[src/rtl/dma_pkg.sv]
// Shared DMA definitions: address/length widths, FSM state encoding
// and the descriptor bundle used by dma_desc_queue and dma_controller.
package dma_pkg;

  localparam int ADDR_W = 4;
  localparam int LEN_W  = 4;

  typedef enum logic [1:0] {
    ST_IDLE  = 2'd0,
    ST_ISSUE = 2'd1,
    ST_WAIT  = 2'd2
  } dma_state_e;

  typedef struct packed {
    logic [ADDR_W-1:0] src;
    logic [ADDR_W-1:0] dst;
    logic [LEN_W-1:0]  len;
  } dma_desc_t;

endpackage

[src/rtl/dma_desc_fifo.sv]
// Descriptor FIFO, DEPTH entries (power of 2, >= 2), sync active-high rst.
// Ports: push/din in, pop in, head out, full/empty/level status out.
module dma_desc_fifo
  import dma_pkg::*;
#(
  parameter  int DEPTH = 4,
  localparam int PW    = $clog2(DEPTH),
  localparam int LW    = $clog2(DEPTH+1)
) (
  input  logic            clk,
  input  logic            rst,
  input  logic            push,
  input  dma_desc_t       din,
  input  logic            pop,
  output dma_desc_t       head,
  output logic            full,
  output logic            empty,
  output logic [LW-1:0]   level
);

  logic [PW-1:0] wr_ptr_q, wr_ptr_d;
  logic [PW-1:0] rd_ptr_q, rd_ptr_d;
  logic [LW-1:0] cnt_q, cnt_d;
  logic          do_push;
  logic          do_pop;
  dma_desc_t     mem_q [DEPTH];

  assign full  = (cnt_q == LW'(DEPTH));
  assign empty = (cnt_q == '0);
  assign level = cnt_q;
  assign head  = mem_q[rd_ptr_q];

  // Pointers are log2(DEPTH) wide, so wrap is the natural overflow.
  always_comb begin
    do_push  = push && !full;
    do_pop   = pop && !empty;
    wr_ptr_d = wr_ptr_q + PW'(do_push);
    rd_ptr_d = rd_ptr_q + PW'(do_pop);
    cnt_d    = cnt_q + LW'(do_push) - LW'(do_pop);
  end

  always_ff @(posedge clk) begin
    if (rst) begin
      wr_ptr_q <= '0;
      rd_ptr_q <= '0;
      cnt_q    <= '0;
    end else begin
      wr_ptr_q <= wr_ptr_d;
      rd_ptr_q <= rd_ptr_d;
      cnt_q    <= cnt_d;
    end
  end

  always_ff @(posedge clk) begin
    if (do_push) begin
      mem_q[wr_ptr_q] <= din;
    end
  end

endmodule

[src/rtl/dma_desc_queue.sv]
// Descriptor queue feeding a single-byte dma_controller (sync active-high rst).
// Ports: push_* host side, dma_start/src/dst/done controller side, busy, level.
// Optional: define DMA_DESC_IRQ_EN to add irq, a pulse after a final dma_done.
module dma_desc_queue
  import dma_pkg::*;
#(
  parameter  int DEPTH = 4,
  localparam int LW    = $clog2(DEPTH+1)
) (
  input  logic              clk,
  input  logic              rst,
  input  logic              push_valid,
  output logic              push_ready,
  input  logic [ADDR_W-1:0] push_src,
  input  logic [ADDR_W-1:0] push_dst,
  input  logic [LEN_W-1:0]  push_len,
  output logic              dma_start,
  output logic [ADDR_W-1:0] dma_src,
  output logic [ADDR_W-1:0] dma_dst,
  input  logic              dma_done,
  output logic              busy,
  output logic [LW-1:0]     level
`ifdef DMA_DESC_IRQ_EN
  ,
  output logic              irq
`endif
);

  dma_state_e        state_q, state_d;
  logic [ADDR_W-1:0] src_q, src_d;
  logic [ADDR_W-1:0] dst_q, dst_d;
  logic [LEN_W-1:0]  rem_q, rem_d;
  logic              start_q, start_d;

  logic      fifo_pop;
  logic      fifo_full;
  logic      fifo_empty;
  dma_desc_t push_desc;
  dma_desc_t head;

  assign push_desc = '{src: push_src, dst: push_dst, len: push_len};

  dma_desc_fifo #(.DEPTH(DEPTH)) u_fifo (
    .clk   (clk),
    .rst   (rst),
    .push  (push_valid),
    .din   (push_desc),
    .pop   (fifo_pop),
    .head  (head),
    .full  (fifo_full),
    .empty (fifo_empty),
    .level (level)
  );

  assign push_ready = !fifo_full;
  assign busy       = (state_q != ST_IDLE);
  assign dma_start  = start_q;
  assign dma_src    = src_q;
  assign dma_dst    = dst_q;

  // dma_done only matters in WAIT; IDLE and ISSUE ignore it.
  always_comb begin
    state_d  = state_q;
    src_d    = src_q;
    dst_d    = dst_q;
    rem_d    = rem_q;
    start_d  = 1'b0;
    fifo_pop = 1'b0;
    unique case (1'b1)
      (state_q == ST_IDLE): begin
        if (!fifo_empty) begin
          fifo_pop = 1'b1;
          src_d    = head.src;
          dst_d    = head.dst;
          rem_d    = head.len;
          state_d  = ST_ISSUE;
        end
      end
      (state_q == ST_ISSUE): begin
        start_d = 1'b1;
        state_d = ST_WAIT;
      end
      (state_q == ST_WAIT): begin
        if (dma_done) begin
          if (rem_q == '0) begin
            state_d = ST_IDLE;
          end else begin
            src_d   = src_q + 1'b1;
            dst_d   = dst_q + 1'b1;
            rem_d   = rem_q - 1'b1;
            state_d = ST_ISSUE;
          end
        end
      end
      default: state_d = ST_IDLE;
    endcase
  end

  always_ff @(posedge clk) begin
    if (rst) begin
      state_q <= ST_IDLE;
      src_q   <= '0;
      dst_q   <= '0;
      rem_q   <= '0;
      start_q <= 1'b0;
    end else begin
      state_q <= state_d;
      src_q   <= src_d;
      dst_q   <= dst_d;
      rem_q   <= rem_d;
      start_q <= start_d;
    end
  end

`ifdef DMA_DESC_IRQ_EN
  logic irq_q, irq_d;

  always_comb begin
    irq_d = (state_q == ST_WAIT) && dma_done && (rem_q == '0);
  end

  always_ff @(posedge clk) begin
    if (rst) begin
      irq_q <= 1'b0;
    end else begin
      irq_q <= irq_d;
    end
  end

  assign irq = irq_q;
`endif

endmodule

[config.mk]
export PLATFORM = sky130hd
export DESIGN_NAME = dma_desc_queue
export DESIGN_NICKNAME = d
export VERILOG_FILES = /design/src/rtl/dma_pkg.sv /design/src/rtl/dma_desc_fifo.sv /design/src/rtl/dma_desc_queue.sv
export SDC_FILE = /design/constraint.sdc
export NUM_CORES = 1
export LEC_CHECK = 0
export CAP_MARGIN = 10
export CORE_MARGIN = 2
export CORE_UTILIZATION = 40
export DETAILED_ROUTE_END_ITERATION = 8
export PLACE_DENSITY = 0.66
export SYNTH_ARGS = -nofsm -noshare
export SYNTH_HDL_FRONTEND = slang
export SYNTH_SLANG_ARGS = --single-unit
export TNS_END_PERCENT = 30
[constraint.sdc]
create_clock -name clk -period 2.24 [get_ports clk]
set_input_delay 0.336 -clock clk [delete_from_list [all_inputs] [get_ports clk]]
set_output_delay 0.336 -clock clk [all_outputs]
set_load 0.03 [all_outputs]
# Word level (Yosys, flattened, before mapping)
# Memories as Yosys holds them, arrays and structs flattened. A register that Yosys moved wholly into a read port is not among the register bits.
# Index checks and enable logic that the tools add are counted.
[op_classes] add_sub_neg=7 n_eq_ne=6 muxes=22 reduce_logical=11
[op_table] op="$mux 4" n=9
[op_table] op="$pmux 4 s2" n=3
[op_table] op="$add 4x1->4 const B" n=2
[op_table] op="$mux 1" n=6
[op_table] op="$mux 2" n=3
[op_table] op="$ne 2x2->1 const B" n=3
[op_table] op="$pmux 2 s3" n=1
[op_table] op="$add 2x1->2" n=2
[op_table] op="$logic_not 4->1" n=1
[op_table] op="$reduce_and 4->1" n=1
[op_table] op="$reduce_bool 2->1" n=2
[op_table] op="$sub 4x1->4 const B" n=1
[op_table] op="$add 3x1->3" n=1
[op_table] op="$eq 3x3->1 const B" n=1
[op_table] op="$logic_not 3->1" n=1
[op_table] op="$sub 3x1->3" n=1
[op_table] op="$eq 2x1->1 const B" n=1
[op_table] op="$eq 2x2->1 const B" n=1
[op_table] op="$logic_and 1x1->1" n=2
[op_table] op="$logic_not 1->1" n=2
[op_table] op="$logic_not 2->1" n=1
[op_table] op="$reduce_and 2->1" n=1
[totals] reg_bits=22 ram_bits=48 input_bits=16 output_inout_bits=14 word_cells=55 n_memories=1
[memory_table] memory="u_fifo.mem_q" depth=4 width=12 rd=1 rd_clocked_by_memory_dff=1 write_ports=1 line_no="dma_desc_fifo.sv:26" source="dma_desc_t mem_q [DEPTH];"

# Logic depth before layout (Yosys ltp)
# Gate-level depths: netlist of run 1.
[logic_depth] depth_word=6 ltp_mapped=10 ltp_nobuf=10

# Modules after synthesis
# Synthesis of run 1 repeated with hierarchy kept, for this count alone.
[unflattened] hier_cells=196 hier_area_um2=2934.1
[by_module_without_submodules] mod="dma_desc_fifo" instances=1 cells_per_inst=98 area_per_inst_um2=2103.3 seq_area_each_um2=1581.5
[by_module_without_submodules] mod="dma_desc_queue" instances=1 cells_per_inst=98 area_per_inst_um2=830.8 seq_area_each_um2=300.3

# Worst setup path after synthesis of run 1
# No wires, ideal clock.
[synth_path] path_kind="reg-to-reg" start="register u_fifo.cnt_q[1], in the netlist u_fifo.level[1]" end="memory u_fifo.mem_q[0][0] (netlist bit) (enable)" setup_ps=399 arrival_time_ps=2128 required_time_ps=1841 slack_ps=-287 stages_incl_launch_ff=4 n_path_buf=0 synth_period_minus_slack_ps=2527 cell_sequence="dfxtp_1 -> nor2_1 -> a21boi_0 -> nor3b_1"
[synth_via] elab_chain_len=5
[synth_lines] item="start: declaration" line_no="dma_desc_fifo.sv:23" source="logic [LW-1:0] cnt_q, cnt_d;"
[synth_lines] item="start signal: assignment" line_no="dma_desc_fifo.sv:50" source="cnt_q <= cnt_d;"
[synth_lines] item="$eq 3x3->1" line_no="dma_desc_fifo.sv:28" source="assign full = (cnt_q == LW'(DEPTH));"
[synth_lines] item="$logic_not 1->1" line_no="dma_desc_fifo.sv:35" source="do_push = push && !full;"
[synth_lines] item="$logic_and 1x1->1" line_no="dma_desc_fifo.sv:35"
[synth_lines] item="$mux 1" line_no="dma_desc_fifo.sv:55" source="if (do_push) begin"
[synth_lines] item="$mux 1 (not written as such)" line_no="dma_desc_fifo.sv:56" source="mem_q[wr_ptr_q] <= din;"
[synth_lines] item="end: declaration" line_no="dma_desc_fifo.sv:26"
# Every way passes these cells.

# Final worst setup path of run 1
[layout_path] start="register state_q[1]" end="output port busy"
[layout_via] elab_chain_len=1
[layout_lines] item="start: declaration" line_no="dma_desc_queue.sv:29" source="dma_state_e state_q, state_d;"
[layout_lines] item="start signal: assignment" line_no="dma_desc_queue.sv:107" source="state_q <= state_d;"
[layout_lines] item="$reduce_bool 2->1" line_no="dma_desc_queue.sv:56" source="assign busy = (state_q != ST_IDLE);"
[layout_lines] item="end: declaration" line_no="dma_desc_queue.sv:21" source="output logic busy,"
# Every way passes these cells.

==> run summary, run 1 <==
Unrepaired setup endpoints after global routing = false
Slowest cell on the critical path = clkdlybuf4s50_1
Io pins = 30
Switching portion of total power = 35.6%
Cells after DPL = 328
Finished Layout Cells = 344
Setup TNS = 0 ns
Total wire length = 5200 um
Number of port buffers = 29
Syn_nets = 218
Share of layout cells above drive strength 1 = 18.8%
Postcts setup bufs = 0
First-pass GRT wire length = 8500 um
Register area share after synthesis = 63.1%
Vias after detailed routing = 1720
Design internal power = 2.98 mW
DRT antenna net count = 0
FILL cells = 629
ANT cells = 0
Post-cts resize count = 0
Status = finished, final reports clean
Total power = 4.63 mW
Post-DP Area = 3410 um2
Total gr overflow = 0
DRT Pass-1 Iters = 4
Crit path time final = 2.00 ns
Adder-Cell Fraction of Synth Area = 2.77%
Post-synthesis mux area share = 11.0%
Die height = 90.3 um
DR WL/cell = 15.1 um
Die area = 8160 um2
Initial antenna violation count = 0
CP Data Arrival Time = 1.66 ns
Post-Synth Simple-Gate Area = 9.57%
Via density per instance = 5.00
Switching pwr = 1.65 mW
Tcrit/Tclk final = 89.1%
Peak fanout along the critical path = 5
H-tree lvl count = 3
Ys Warns = 0
Cts-stage hold buffer count = 0
Critical setup path kind = flip-flop to output pin
Synth Area in XOR/XNOR = 1.47%
Max Slew Vio Count = 0
CTS Buf Count = 9
Nets = 262
Maxcap violations = 0
Async set or reset register ratio after synthesis = 0%
Post-route clock skew = 0.00642 ns
Flops & latches, synth = 70
Relative slew slack = 62.2%
Syn Area/Cell = 15.2 um2
Fmax achieved = 501 MHz
Hpwl dp = 3510 um
CP startpoint kind = flip-flop
Clk pwr share = 20.9%
Die width = 90.3 um
Cell Rows = 31
Synth top area share = 48.3%
Hold/Removal Path Class = flip-flop to flip-flop
Comb power frac = 39.4%
Gate Count Post-Synth = 196
Worst path max stage delay = 0.67 ns
Synth cell types = 43
Crit path required time = 1.90 ns
Starting DRT DRC Count = 78
Critical Path End Type = output pin
Reg area = 1880 um2
CTS tree = done
Worst-skew pair later-pin latency = 0.34 ns
Peak supply drop = 463 uV
P_leak = 1.29 nW
Largest area contributor in the netlist = edfxtp_1
Root buf cell = clkbuf_8
Initial Util = 41.1%
Main combinational cell family by area after synthesis = multiplexers
P&R area growth vs syn = 20.6%
# setup viols final = 0
Seq pwr share = 39.7%
Post-route cell area = 3590 um2
Worst-path cell chain = nor2_2 > inv_1 > buf_4 > clkdlybuf4s50_1
Clk buf depth = 2
Final hold violations = 0
Worst-margin pin slew = 0.566 ns
Multi-input gate area = 990 um2
Clk slew on worst S/H paths = 0.07 ns
Post-synth EDFFs = 48
Most common cell after layout, fill and taps aside = edfxtp_1
Most frequent cells in the layout = 48 x edfxtp_1, 29 x clkdlybuf4s50_1, 22 x dfxtp_1
Synth Area in Compound Gates = 8.22%
Drc violations = 0
Clk sinks = 70
Primary FF master, synth = edfxtp_1
Synth area leaders = edfxtp_1 48%, dfxtp_1 15%, mux4_1 8.8%
Largest net degree at the start of global routing = 15
Core Area = 7250 um2
Pwr/cell area = 1290 nW/um2
Mapped Area = 2980 um2
GP Congestion = 0.760
All-Layer GR Usage = 13.7%
Vias in the first global route = 1713
[cells by family (layout without fill, tap and decap cells)]
family          Yosys count  after routing
flops                    70             70
xor+xnor                  5              5
mux                      14             14
compound gates           30             30
buf+inv                  16             65
simple gates             55             55
fa+ha+maj                 6              6
[worst max-delay path, delay by kind of cell (launching register included)]
family / cells / cell delay (ns)
flops: 1 / 0.39
buf+inv: 3 / 0.87
simple gates: 1 / 0.06
[power groups by stage]
| stage | Clock, mW | Combinational [mW] | Sequential (mW) |
|---|---|---|---|
| detailed placement | 0 | 1.84 | 1.87 |
| global placement | 0 | 1.81 | 1.86 |
| global route | 1.04 | 2.01 | 1.88 |
| finish | 0.970 | 1.82 | 1.84 |
| floorplan | 0 | 1.20 | 2.00 |
| CTS | 0.995 | 1.84 | 1.84 |
[registers in the layout (all words and copies together) (netlist names)]
register,flops
u_fifo.level,3
rem_q,4
state_q,2
u_fifo.wr_ptr_q,2
dma_dst,4
u_fifo.rd_ptr_q,2
u_fifo.mem_q,48
dma_start,1
dma_src,4
[Yosys cell counts (3+ instances only)]
cell and instances:
nand2b_1 3, a32oi_1 4, nand2_1 7, nor2_1 20, dfxtp_1 22, ha_1 5, inv_1 8, nand3_1 7
a31oi_1 3, mux4_1 10, nor2b_1 3, xnor2_1 3, o21ai_2 5, a211oi_2 3, buf_6 4, edfxtp_1 48
a21oi_1 6, nor3_1 3
[through the flow]
step	worst slack [ns]	hold slack (ns)	utilization [%]
2_1_floorplan	0.0485	0.408	-
3_3_place_gp	0.140	0.470	47.0
3_5_place_dp	0.0751	0.475	47.0
4_1_cts	0.214	0.485	49.6
5_1_grt	0.0526	0.510	49.6
6_report	0.243	0.480	49.6
[final timing paths]
check                  start               to  slack (ns)  depth (start not counted)
setup / recovery  state_q[1]             busy        0.24                          4
hold / removal    dma_src[3]       dma_src[3]        0.48                          2
setup reg to reg  state_q[1]  u_fifo.level[2]        0.25                         10
hold reg to reg   dma_src[3]       dma_src[3]        0.48                          2
[layout make-up]
type                       count  area share [%]
clock buffer                   9            3.45
clock inverter                 7            1.81
inverter                       8           0.835
multi-input combinational    110            27.5
sequential                    70            52.3
tap                           99            3.45
timing repair buffer          41            10.6
[metal layers]
metal	GRT usage [%]	vias to the layer above	wire, um
li1	-	838	-
met3	4.34	10	208
met2	22.0	32	2400
met5	0	-	0
met4	6.79	0	123
met1	16.9	840	2480
No activity file was read; power rests on OpenSTA's default activity.
==> inputs of run 2 (changes only) <==
--- a/config.mk
+++ b/config.mk
@@ -5,11 +5,12 @@
 export SDC_FILE = /design/constraint.sdc
 export NUM_CORES = 1
 export LEC_CHECK = 0
+export ABC_AREA = 1
 export CAP_MARGIN = 10
 export CORE_MARGIN = 2
 export CORE_UTILIZATION = 40
 export DETAILED_ROUTE_END_ITERATION = 8
-export PLACE_DENSITY = 0.66
+export PLACE_DENSITY = 0.65
 export SYNTH_ARGS = -nofsm -noshare
 export SYNTH_HDL_FRONTEND = slang
 export SYNTH_SLANG_ARGS = --single-unit
==> run summary, run 2 <==
Synth area leaders = edfxtp_1 46%, dfxtp_1 14%, nand2_1 12% (was edfxtp_1 48%, dfxtp_1 15%, mux4_1 8.8%)
Post-synthesis mux area share = 0% (was 11.0%)
Max Slew Vio Count = 0 (unchanged)
Count leader, synth = nand2_1 (was edfxtp_1)
# setup viols final = 0 (unchanged)
Most flop-heavy register = u_fifo.mem_q (unchanged)
Post-synth top cells = 104 x nand2_1, 48 x edfxtp_1, 46 x nor2_1 (was 48 x edfxtp_1, 22 x dfxtp_1, 20 x nor2_1)
Number of port buffers = 29 (unchanged)
Die height = 92.9 um (was 90.3 um)
Core Area = 7690 um2 (was 7250 um2)
Status = finished, final reports clean (unchanged)
Initial Util = 41.1% (about the same)
Final hold violations = 0 (unchanged)
Io pins = 30 (unchanged)
Critical Path End Type = output pin (unchanged)
Clk buf depth = 2 (unchanged)
Peak fanout along the critical path = 4 (was 5)
Drc violations = 0 (unchanged)
Worst path max stage delay = 0.62 ns (was 0.67 ns)
Multi-input gate area = 1080 um2 (was 990 um2)
P&R area growth vs syn = 19.2% (was 20.6%)
Crit path time final = 2.04 ns (was 2.00 ns)
Hold/Removal Path Class = flip-flop to flip-flop (unchanged)
Tcrit/Tclk final = 91.0% (was 89.1%)
Crit path max-delay family = buffers and inverters (unchanged)
Post-route cell area = 3770 um2 (was 3590 um2)
Synth Area in Compound Gates = 3.13% (was 8.22%)
Register area share after synthesis = 59.5% (was 63.1%)
H-tree lvl count = 3 (unchanged)
Synth top area share = 45.6% (was 48.3%)
Peak supply drop = 429 uV (was 463 uV)
Maxcap violations = 0 (unchanged)
Via density per instance = 4.62 (was 5.00)
Die area = 8640 um2 (was 8160 um2)
DRT antenna net count = 0 (unchanged)
Largest net degree at the start of global routing = 27 (was 15)
Slowest cell on the critical path = clkdlybuf4s50_1 (unchanged)
Fmax achieved = 490 MHz (was 501 MHz)
Worst path bufs/invs = 1 (was 3)
DR WL/cell = 12.6 um (was 15.1 um)
Synth cell types = 26 (was 43)
ANT cells = 0 (unchanged)
Cell Rows = 32 (was 31)
Clk slew on worst S/H paths = 0.07 ns (about the same)
Adder-Cell Fraction of Synth Area = 2.61% (was 2.77%)
Cts-stage hold buffer count = 0 (unchanged)
Cells after DPL = 466 (was 328)
Crit path required time = 1.90 ns (about the same)
Hpwl dp = 3910 um (was 3510 um)
Critical setup path kind = flip-flop to output pin (unchanged)
Postcts setup bufs = 0 (unchanged)
Worst-skew pair later-pin latency = 0.34 ns (about the same)
Unrepaired setup endpoints after global routing = false (unchanged)
Post-cts resize count = 0 (unchanged)
Syn_nets = 361 (was 218)
Vias after detailed routing = 2225 (was 1720)
Total gr overflow = 0 (unchanged)
Starting DRT DRC Count = 88 (was 78)
Ys Warns = 0 (unchanged)
Worst-margin pin slew = 0.462 ns (was 0.566 ns)
Post-route clock skew = 0.00863 ns (was 0.00642 ns)
Initial antenna violation count = 0 (unchanged)
Flops & latches, synth = 70 (unchanged)
Async set or reset register ratio after synthesis = 0% (unchanged)
Gate Count Post-Synth = 339 (was 196)
Reg area = 1880 um2 (unchanged)
P_leak = 1.57 nW (was 1.29 nW)
Largest area contributor in the netlist = edfxtp_1 (unchanged)
CTS Buf Count = 9 (unchanged)
Post-DP Area = 3560 um2 (was 3410 um2)
CP Data Arrival Time = 1.70 ns (was 1.66 ns)
Most common cell after layout, fill and taps aside = nand2_1 (was edfxtp_1)
Synth Area in XOR/XNOR = 0.554% (was 1.47%)
Most frequent cells in the layout = 104 x nand2_1, 48 x edfxtp_1, 46 x nor2_1 (was 48 x edfxtp_1, 29 x clkdlybuf4s50_1, 22 x dfxtp_1)
Post-Synth Simple-Gate Area = 27.8% (was 9.57%)
First-pass GRT wire length = 10200 um (was 8500 um)
DRT Pass-1 Iters = 4 (unchanged)
Main combinational cell family by area after synthesis = simple AND/OR/NAND/NOR gates (was multiplexers)
Post-synth EDFFs = 48 (unchanged)
Root buf cell = clkbuf_8 (unchanged)
Die width = 92.9 um (was 90.3 um)
FILL cells = 750 (was 629)
Primary FF master, synth = edfxtp_1 (unchanged)
All-Layer GR Usage = 15.8% (was 13.7%)
Clk sinks = 70 (unchanged)
GP Congestion = 0.792 (was 0.760)
Share of layout cells above drive strength 1 = 9.21% (was 18.8%)
CP startpoint kind = flip-flop (unchanged)
Mapped Area = 3160 um2 (was 2980 um2)
Max reg flops = 48 (unchanged)
Syn Area/Cell = 9.33 um2 (was 15.2 um2)
Relative slew slack = 69.2% (was 62.2%)
Pwr/cell area = 1350 nW/um2 (was 1290 nW/um2)
Total wire length = 6060 um (was 5200 um)
Worst-path cell chain = nor2_1 > nand2_1 > clkdlybuf4s50_1 (was nor2_2 > inv_1 > buf_4 > clkdlybuf4s50_1)
Finished Layout Cells = 482 (was 344)
Nets = 397 (was 262)
CTS tree = done (unchanged)
Total power = 5.10 mW (was 4.63 mW)
Vias in the first global route = 2122 (was 1713)
==> run 2: tightest hold or removal path: stages (launching register included) <==
cell     delay (ns)
dfxtp_1        0.37
nand2_1        0.11
nor2_1         0.04
==> run 2: logic make-up (layout without fill, tap and decap cells) <==
family,Yosys count,count (layout)
xor+xnor,2,2
compound gates,17,17
buf+inv,43,84
simple gates,201,201
fa+ha+maj,6,6
flops,70,70
==> run 2: worst paths after layout <==
path / from / end / slack, ns / cells after the start
max reg2reg: u_fifo.level[1] / u_fifo.level[2] / 0.32 / 11
max: u_fifo.level[1] / push_ready / 0.20 / 3
min: state_q[0] / dma_start / 0.55 / 2
min reg2reg: state_q[0] / dma_start / 0.55 / 2
==> run 2: final cells by class <==
cell class | instances | area share [%]
Timing Repair Buffer | 37 | 9.29
Clock buffer | 11 | 3.48
Multi-Input combinational cell | 226 | 28.6
Sequential cell | 70 | 49.9
Tap cell | 102 | 3.39
Clock inverter | 5 | 2.19
Inverter | 31 | 3.09
==> run 2: power by group <==
part           internal [mW]  switching, mW  leakage, nW
sequential              1.64          0.160        0.622
combinational          0.781           1.42        0.845
clock                  0.632          0.475        0.108
==> run 2: routing by layer <==
metal	global-route usage [%]	vias up	routed length (um)
met4	8.09	0	82
met1	19.7	995	2850
met3	3.42	8	245
li1	-	1178	-
met5	0	-	0
met2	25.7	44	2880
==> run 2: metrics by stage <==
step | setup TNS (ns) | util [%] | setup WS (ns) | hold WS (ns)
after floorplan | -9.94 | - | -0.207 | 0.435
after global placement | 0 | 46.3 | 0.383 | 0.542
after detailed placement | 0 | 46.3 | 0.338 | 0.555
after CTS | 0 | 49.0 | 0.164 | 0.559
after global routing | 0 | 49.0 | 0.0575 | 0.592
final | 0 | 49.0 | 0.201 | 0.555
